<file path="src/rtl/exc_commit_ctrl.sv">
// Exception/interrupt commit controller at the MEM/WB boundary: picks the winning
// exception, strobes the CP0 update port once, then flushes and redirects the pipeline.
module exc_commit_ctrl #(
    parameter logic [31:0] EXC_VECTOR   = 32'hBFC0_0380,
    parameter int unsigned FLUSH_CYCLES = 2
) (
    input  logic        clk,
    input  logic        rst,
    input  logic        stallW,
    input  logic        mem_valid,
    input  logic [31:0] mem_pc,
    input  logic        mem_in_delayslot,
    input  logic [31:0] mem_addr,
    input  logic        exc_adel_if,
    input  logic        exc_ri,
    input  logic        exc_ov,
    input  logic        exc_sys,
    input  logic        exc_bp,
    input  logic        exc_adel_d,
    input  logic        exc_ades,
    input  logic        is_eret,
    input  logic [31:0] status_i,
    input  logic [31:0] cause_i,
    input  logic [31:0] epc_i,
    input  logic        wb_mtc0_we,
    input  logic [4:0]  wb_mtc0_addr,
    input  logic [31:0] wb_mtc0_data,
    output logic        cp0_en,
    output logic [31:0] except_type,
    output logic [31:0] exc_pc,
    output logic        exc_bd,
    output logic [31:0] badvaddr,
    output logic        flush,
    output logic        redirect_valid,
    output logic [31:0] redirect_pc,
    output logic        busy
);

    localparam logic [31:0] EXC_TYPE_INT  = 32'h0000_0001;
    localparam logic [31:0] EXC_TYPE_ADEL = 32'h0000_0004;
    localparam logic [31:0] EXC_TYPE_ADES = 32'h0000_0005;
    localparam logic [31:0] EXC_TYPE_SYS  = 32'h0000_0008;
    localparam logic [31:0] EXC_TYPE_BP   = 32'h0000_0009;
    localparam logic [31:0] EXC_TYPE_RI   = 32'h0000_000a;
    localparam logic [31:0] EXC_TYPE_OV   = 32'h0000_000c;
    localparam logic [31:0] EXC_TYPE_ERET = 32'h0000_000e;
    localparam logic [4:0]  CP0_REG_EPC   = 5'd14;

    localparam logic [1:0] ST_IDLE  = 2'd0;
    localparam logic [1:0] ST_ISSUE = 2'd1;
    localparam logic [1:0] ST_FLUSH = 2'd2;

    localparam logic [3:0] FLUSH_LOAD  = 4'(FLUSH_CYCLES - 1);
    localparam bit         MULTI_FLUSH = (FLUSH_CYCLES > 1);

    logic [1:0]  state_q, state_d;
    logic [3:0]  cnt_q, cnt_d;
    logic        cp0_en_q, flush_q, redirect_valid_q, busy_q;
    logic [31:0] except_type_q, exc_pc_q, badvaddr_q, redirect_pc_q;
    logic        exc_bd_q;

    logic        int_pending_s;
    logic        req_s;
    logic [31:0] type_s;
    logic [31:0] badvaddr_s;
    logic [31:0] target_s;

    assign int_pending_s = status_i[0] & ~status_i[1] & (|(cause_i[15:8] & status_i[15:8]));

    // Priority select of the committed exception, its BadVAddr and redirect target
    always_comb begin
        type_s     = 32'h0000_0000;
        badvaddr_s = 32'h0000_0000;
        target_s   = EXC_VECTOR;
        if (int_pending_s) begin
            type_s = EXC_TYPE_INT;
        end else if (exc_adel_if) begin
            type_s     = EXC_TYPE_ADEL;
            badvaddr_s = mem_pc;
        end else if (exc_ri) begin
            type_s = EXC_TYPE_RI;
        end else if (exc_ov) begin
            type_s = EXC_TYPE_OV;
        end else if (exc_sys) begin
            type_s = EXC_TYPE_SYS;
        end else if (exc_bp) begin
            type_s = EXC_TYPE_BP;
        end else if (exc_adel_d) begin
            type_s     = EXC_TYPE_ADEL;
            badvaddr_s = mem_addr;
        end else if (exc_ades) begin
            type_s     = EXC_TYPE_ADES;
            badvaddr_s = mem_addr;
        end else if (is_eret) begin
            type_s = EXC_TYPE_ERET;
            // An mtc0 to EPC in WB this cycle has not reached epc_i yet
            if (wb_mtc0_we && (wb_mtc0_addr == CP0_REG_EPC)) begin
                target_s = wb_mtc0_data;
            end else begin
                target_s = epc_i;
            end
        end else begin
            type_s = 32'h0000_0000;
        end
    end

    assign req_s = (state_q == ST_IDLE) & mem_valid & ~stallW &
                   (int_pending_s | exc_adel_if | exc_ri | exc_ov | exc_sys |
                    exc_bp | exc_adel_d | exc_ades | is_eret);

    // Sequencer next state and flush counter
    always_comb begin
        state_d = state_q;
        cnt_d   = cnt_q;
        case (state_q)
            ST_IDLE: begin
                if (req_s) begin
                    state_d = ST_ISSUE;
                end else begin
                    state_d = ST_IDLE;
                end
            end
            ST_ISSUE: begin
                cnt_d   = FLUSH_LOAD;
                state_d = MULTI_FLUSH ? ST_FLUSH : ST_IDLE;
            end
            ST_FLUSH: begin
                if (cnt_q <= 4'd1) begin
                    state_d = ST_IDLE;
                    cnt_d   = 4'd0;
                end else begin
                    state_d = ST_FLUSH;
                    cnt_d   = cnt_q - 4'd1;
                end
            end
            default: begin
                state_d = ST_IDLE;
                cnt_d   = 4'd0;
            end
        endcase
    end

    // State, counter and registered control strobes
    always_ff @(posedge clk or posedge rst) begin
        if (rst) begin
            state_q          <= ST_IDLE;
            cnt_q            <= 4'd0;
            cp0_en_q         <= 1'b0;
            redirect_valid_q <= 1'b0;
            flush_q          <= 1'b0;
            busy_q           <= 1'b0;
        end else begin
            state_q          <= state_d;
            cnt_q            <= cnt_d;
            cp0_en_q         <= (state_d == ST_ISSUE);
            redirect_valid_q <= (state_d == ST_ISSUE);
            flush_q          <= (state_d != ST_IDLE);
            busy_q           <= (state_d != ST_IDLE);
        end
    end

    // Commit payload, captured only when a request is accepted and held afterwards
    always_ff @(posedge clk or posedge rst) begin
        if (rst) begin
            except_type_q <= 32'h0000_0000;
            exc_pc_q      <= 32'h0000_0000;
            exc_bd_q      <= 1'b0;
            badvaddr_q    <= 32'h0000_0000;
            redirect_pc_q <= 32'h0000_0000;
        end else if (req_s) begin
            except_type_q <= type_s;
            exc_pc_q      <= mem_pc;
            exc_bd_q      <= mem_in_delayslot;
            badvaddr_q    <= badvaddr_s;
            redirect_pc_q <= target_s;
        end else begin
            except_type_q <= except_type_q;
            exc_pc_q      <= exc_pc_q;
            exc_bd_q      <= exc_bd_q;
            badvaddr_q    <= badvaddr_q;
            redirect_pc_q <= redirect_pc_q;
        end
    end

    assign cp0_en         = cp0_en_q;
    assign redirect_valid = redirect_valid_q;
    assign flush          = flush_q;
    assign busy           = busy_q;
    assign except_type    = except_type_q;
    assign exc_pc         = exc_pc_q;
    assign exc_bd         = exc_bd_q;
    assign badvaddr       = badvaddr_q;
    assign redirect_pc    = redirect_pc_q;

endmodule

</file>
<file path="config.mk">
export PLATFORM = sky130hd
export DESIGN_NAME = exc_commit_ctrl
export DESIGN_NICKNAME = d
export VERILOG_FILES = /design/src/rtl/exc_commit_ctrl.sv
export SDC_FILE = /design/constraint.sdc
export NUM_CORES = 1
export LEC_CHECK = 0
export ABC_AREA = 1
export ABC_CLOCK_PERIOD_IN_PS = 3600
export BUFFER_PORTS_ARGS = -buffer_cell sky130_fd_sc_hd__buf_2
export CAP_MARGIN = 20
export CORE_MARGIN = 5
export CORE_UTILIZATION = 35
export CTS_CLUSTER_DIAMETER = 80
export DETAILED_ROUTE_END_ITERATION = 8
export PLACE_DENSITY = 0.7
export RECOVER_POWER = 50
export SETUP_SLACK_MARGIN = 0.02
export SLEW_MARGIN = 20
export SYNTH_ARGS = -nofsm -noshare
export SYNTH_HDL_FRONTEND = slang
export SYNTH_SLANG_ARGS = --single-unit
</file>
<file path="constraint.sdc">
create_clock -name clk -period 3.6 [get_ports clk]
set_input_delay 0.54 -clock clk [delete_from_list [all_inputs] [get_ports clk]]
set_output_delay 0.54 -clock clk [all_outputs]
set_load 0.02 [all_outputs]
</file>
==> run summary <==
The run finished, with violations left. The final reports fail on capacitance limit, slew limit. The number of fill cells in the layout came out at 1683. The mean instance size in the synthesized netlist came out at 7.34 um2. The number of antenna violations at the first check in global routing was 4.

The deepest level of the CTS H-tree came out at 3. The number of hold-repair buffers added at the cts stage came out at 0. After clock tree synthesis, the repair step resized 0 gates. The vias per cell came out at 4.35. In this run, distinct cell masters in the synthesized netlist total 28. In this run the critical register-to-register path is launched from state_q[0]. The fraction of registers with async set/reset came out at 1.00. The area growth from synthesis to layout is 25.9%. For the worst-skew pair, the clock arrives at the later sink with an insertion delay of 0.34 ns. Routability-driven placement finished with a final weighted congestion of 0.838.

The register clock-pin slew on the reported worst setup and hold paths came out at 0.07 ns. The number of standard cells after synthesis came out at 797. The areal power density over the cells came out at 615 nW/um2. Across all setup checks in the final design, the least slack found is 1.40 ns. The number of enable-type register cells in the synthesized netlist came out at 0.

The first global-routing pass estimated 27.3 mm of wire. The category of the most critical setup path is input port to async pin. The flip-flop and latch area is 2730 um2. Setup violations remaining at the end of the flow were counted as 0. Across the VDD grid, the largest voltage drop is 0.254 mV. The post-synthesis instance area is 5850 um2. The global-route usage over all layers is 0.172. The number of CTS-inserted buffers is 9. The most common library cell in the layout ignoring fill and taps is nand2_1. The effective utilization at floorplan is 0.355. Detailed placement finished with a half-perimeter wire length of 12.5 mm.

The die span in x came out at 139 um. The number of search-and-repair iterations in the first detailed-routing pass is 4. The met2 track utilization from global routing came out at 0.284. The worst setup path is launched from an input port. The number of remaining DRC errors is 0. The met3 track demand over resource is 0.0542. The number of global-route vias before repair came out at 5315. The signal on the critical path passes through buf_2, inv_1. The detail route stage leaves a number of antenna-violating nets equal to 0.

For this run, the leading register cell type out of synthesis is dfrtp_1. The fraction of the cycle the final worst path needs came out at 0.611. The highest attainable clock frequency came out at 455 MHz. The endpoint identified for the worst register-to-register timing path is exc_pc[19]. The met1 routing resource usage after global routing came out at 0.220. The via count came out at 5506.

The detailed router finished its first iteration with 196 violations. The leakage power figure came out at 4.24 nW. The worst-margin pin slew came out at 2.19 ns. Grouping stages by cell kind, the critical path spends the most delay in buffers and inverters. The count of boundary I/O pins came out at 344.

In this run the worst hold path is classified as input port to register. During placement, the flow inserted port buffers numbering 269. The maximum number of pins on one net before global-route repair came out at 72. CTS placed an instance of clkbuf_16 at the clock tree root. The slowest stage of the critical path belongs to the cell inv_1. Setup repair after global routing left no endpoint under its margin. The count of pins over their slew limit came out at 55. The number of warnings printed during yosys synthesis is 0. The share of synthesized area occupied by flip-flops and latches is 0.467. The max capacitance violation total came out at 1. STA classifies the critical path endpoint as an async pin. The number of placement rows came out at 47.

The number of buffers between clock root and the deepest sink is 2. Global routing finished with a remaining overflow of 0. After clock tree synthesis, the setup repair step added 0 buffers. The worst setup slack before clock tree synthesis came out at 1.01 ns. The floorplan step defined a die boundary enclosing 19400 um2. The finished layout holds 1267 standard cells, fillers aside. The minimum clock period after layout is 2.20 ns.

The number of nets at the end of the flow came out at 1259. The worst slew margin relative to its limit is -0.460. The sum of routed wire length over all layers came out at 17.0 mm. The total negative setup slack came out at 0 ns. The library cells used most frequently in the layout, excluding fill and tap cells, are nand2_1 (339), buf_2 (219), dfrtp_1 (109). The delay of the slowest cell on the worst path is 1.52 ns. The number of buffer and inverter instances along the worst setup path is 2. The multi-input combinational cell area is 2400 um2. The number of cells in the design after placement came out at 1250. The number of cells on the worst reg-to-reg path is 9.

The average routed wire per standard cell is 13.5 um. The CTS tree is yes. The register bit total from synthesis is 109. The placeable core area is 16500 um2. The register-to-register setup slack came out at 1.46 ns. In this run the most critical hold path is launched from mem_in_delayslot. For the worst setup path, the data required time is 3.60 ns.

The setup clock skew after layout came out at 0.00782 ns. The number of cells on the worst hold path came out at 3. The global routing's busiest layer is met2. The die extent in y came out at 139 um. At the worst endpoint, the arrival time is 2.20 ns. Of the cells placed in the final design, the portion with a size suffix greater than 1 is 0.243. Along the worst path, the maximum fanout reaches 55. The final hold violation count came out at 0. The capture endpoint of the worst hold path is exc_bd. The clock net sink count came out at 109.
state kept, by name, indices dropped and copies added (netlist names):
| register | cells |
|---|---|
| exc_bd | 1 |
| badvaddr | 32 |
| redirect_pc | 32 |
| cnt_q | 4 |
| except_type | 4 |
| busy | 1 |
| state_q | 2 |
| exc_pc | 32 |
| redirect_valid | 1 |
how the worst max path moves through the flow:
stage / startpoint / endpoint / slack [ns] / cells past startpoint
2_1_floorplan: rst / badvaddr[0] / 0.19 / 1
3_3_place_gp: cause_i[15] / redirect_pc[27] / 1.02 / 13
3_5_place_dp: cause_i[15] / redirect_pc[27] / 1.01 / 13
4_1_cts: state_q[0] / exc_pc[19] / 1.13 / 8
5_1_grt: rst / redirect_pc[14] / 0.88 / 2
6_report: rst / redirect_pc[23] / 1.40 / 2
synth_stat cells (5+ instances only):
cell type | number | area (um2)
o21ai_0 | 67 | 335
dfrtp_1 | 109 | 2730
buf_4 | 31 | 233
a21oi_1 | 13 | 65.1
clkbuf_1 | 13 | 48.8
buf_6 | 16 | 180
nor2_1 | 47 | 176
buf_2 | 10 | 50.1
o21ai_1 | 34 | 170
nand3_1 | 5 | 25.0
nand2_1 | 340 | 1280
ha_1 | 6 | 75.1
inv_1 | 81 | 304
cell families after synthesis:
| kind of cell | count (synthesis) | share of synthesized area |
|---|---|---|
| buf+inv | 153 | 0.141 |
| fa+ha+maj | 6 | 0.0128 |
| other cells | 1 | 0.000641 |
| xor+xnor | 1 | 0.00150 |
| compound gates | 120 | 0.105 |
| simple gates | 407 | 0.273 |
| flops | 109 | 0.467 |
routing by layer:
| metal | share of wire | up-vias |
|---|---|---|
| met3 | 0.085 | 20 |
| met4 | 0.012 | 6 |
| met2 | 0.47 | 197 |
| met5 | 0.0022 | - |
| met1 | 0.43 | 2418 |
| li1 | - | 2865 |
area by class of cell:
cell class	instances	area share
clock inverter	5	0.00476
clock buffer	10	0.0325
multi-input combinational	562	0.326
timing repair buffer	278	0.187
antenna	1	0.000340
sequential	109	0.370
tap	220	0.0374
inverter	82	0.0418
where the power goes:
part           switching [mW]  total [mW]  internal [mW]
logic                    1.19        1.74          0.543
clock network           0.451       0.937          0.486
registers               0.225        1.85           1.63
total                    1.87        4.53           2.66
metrics by stage:
stage | utilization | area (um2) | power [mW] | hold WS [ns]
global placement | 0.433 | 7130 | 3.64 | 0.457
CTS | 0.450 | 7410 | 4.64 | 0.345
floorplan | - | 5950 | 3.05 | 0.525
finish | 0.447 | 7360 | 4.53 | 0.386
global route | 0.447 | 7360 | 4.87 | 0.385
detailed placement | 0.433 | 7130 | 3.68 | 0.459
tightest hold or removal path, cell delays in order:
cell and delay (ns):
buf_2 0.08, nand2_1 0.04, nand2_1 0.04
Note: power is estimated with default switching activity, not from simulation.
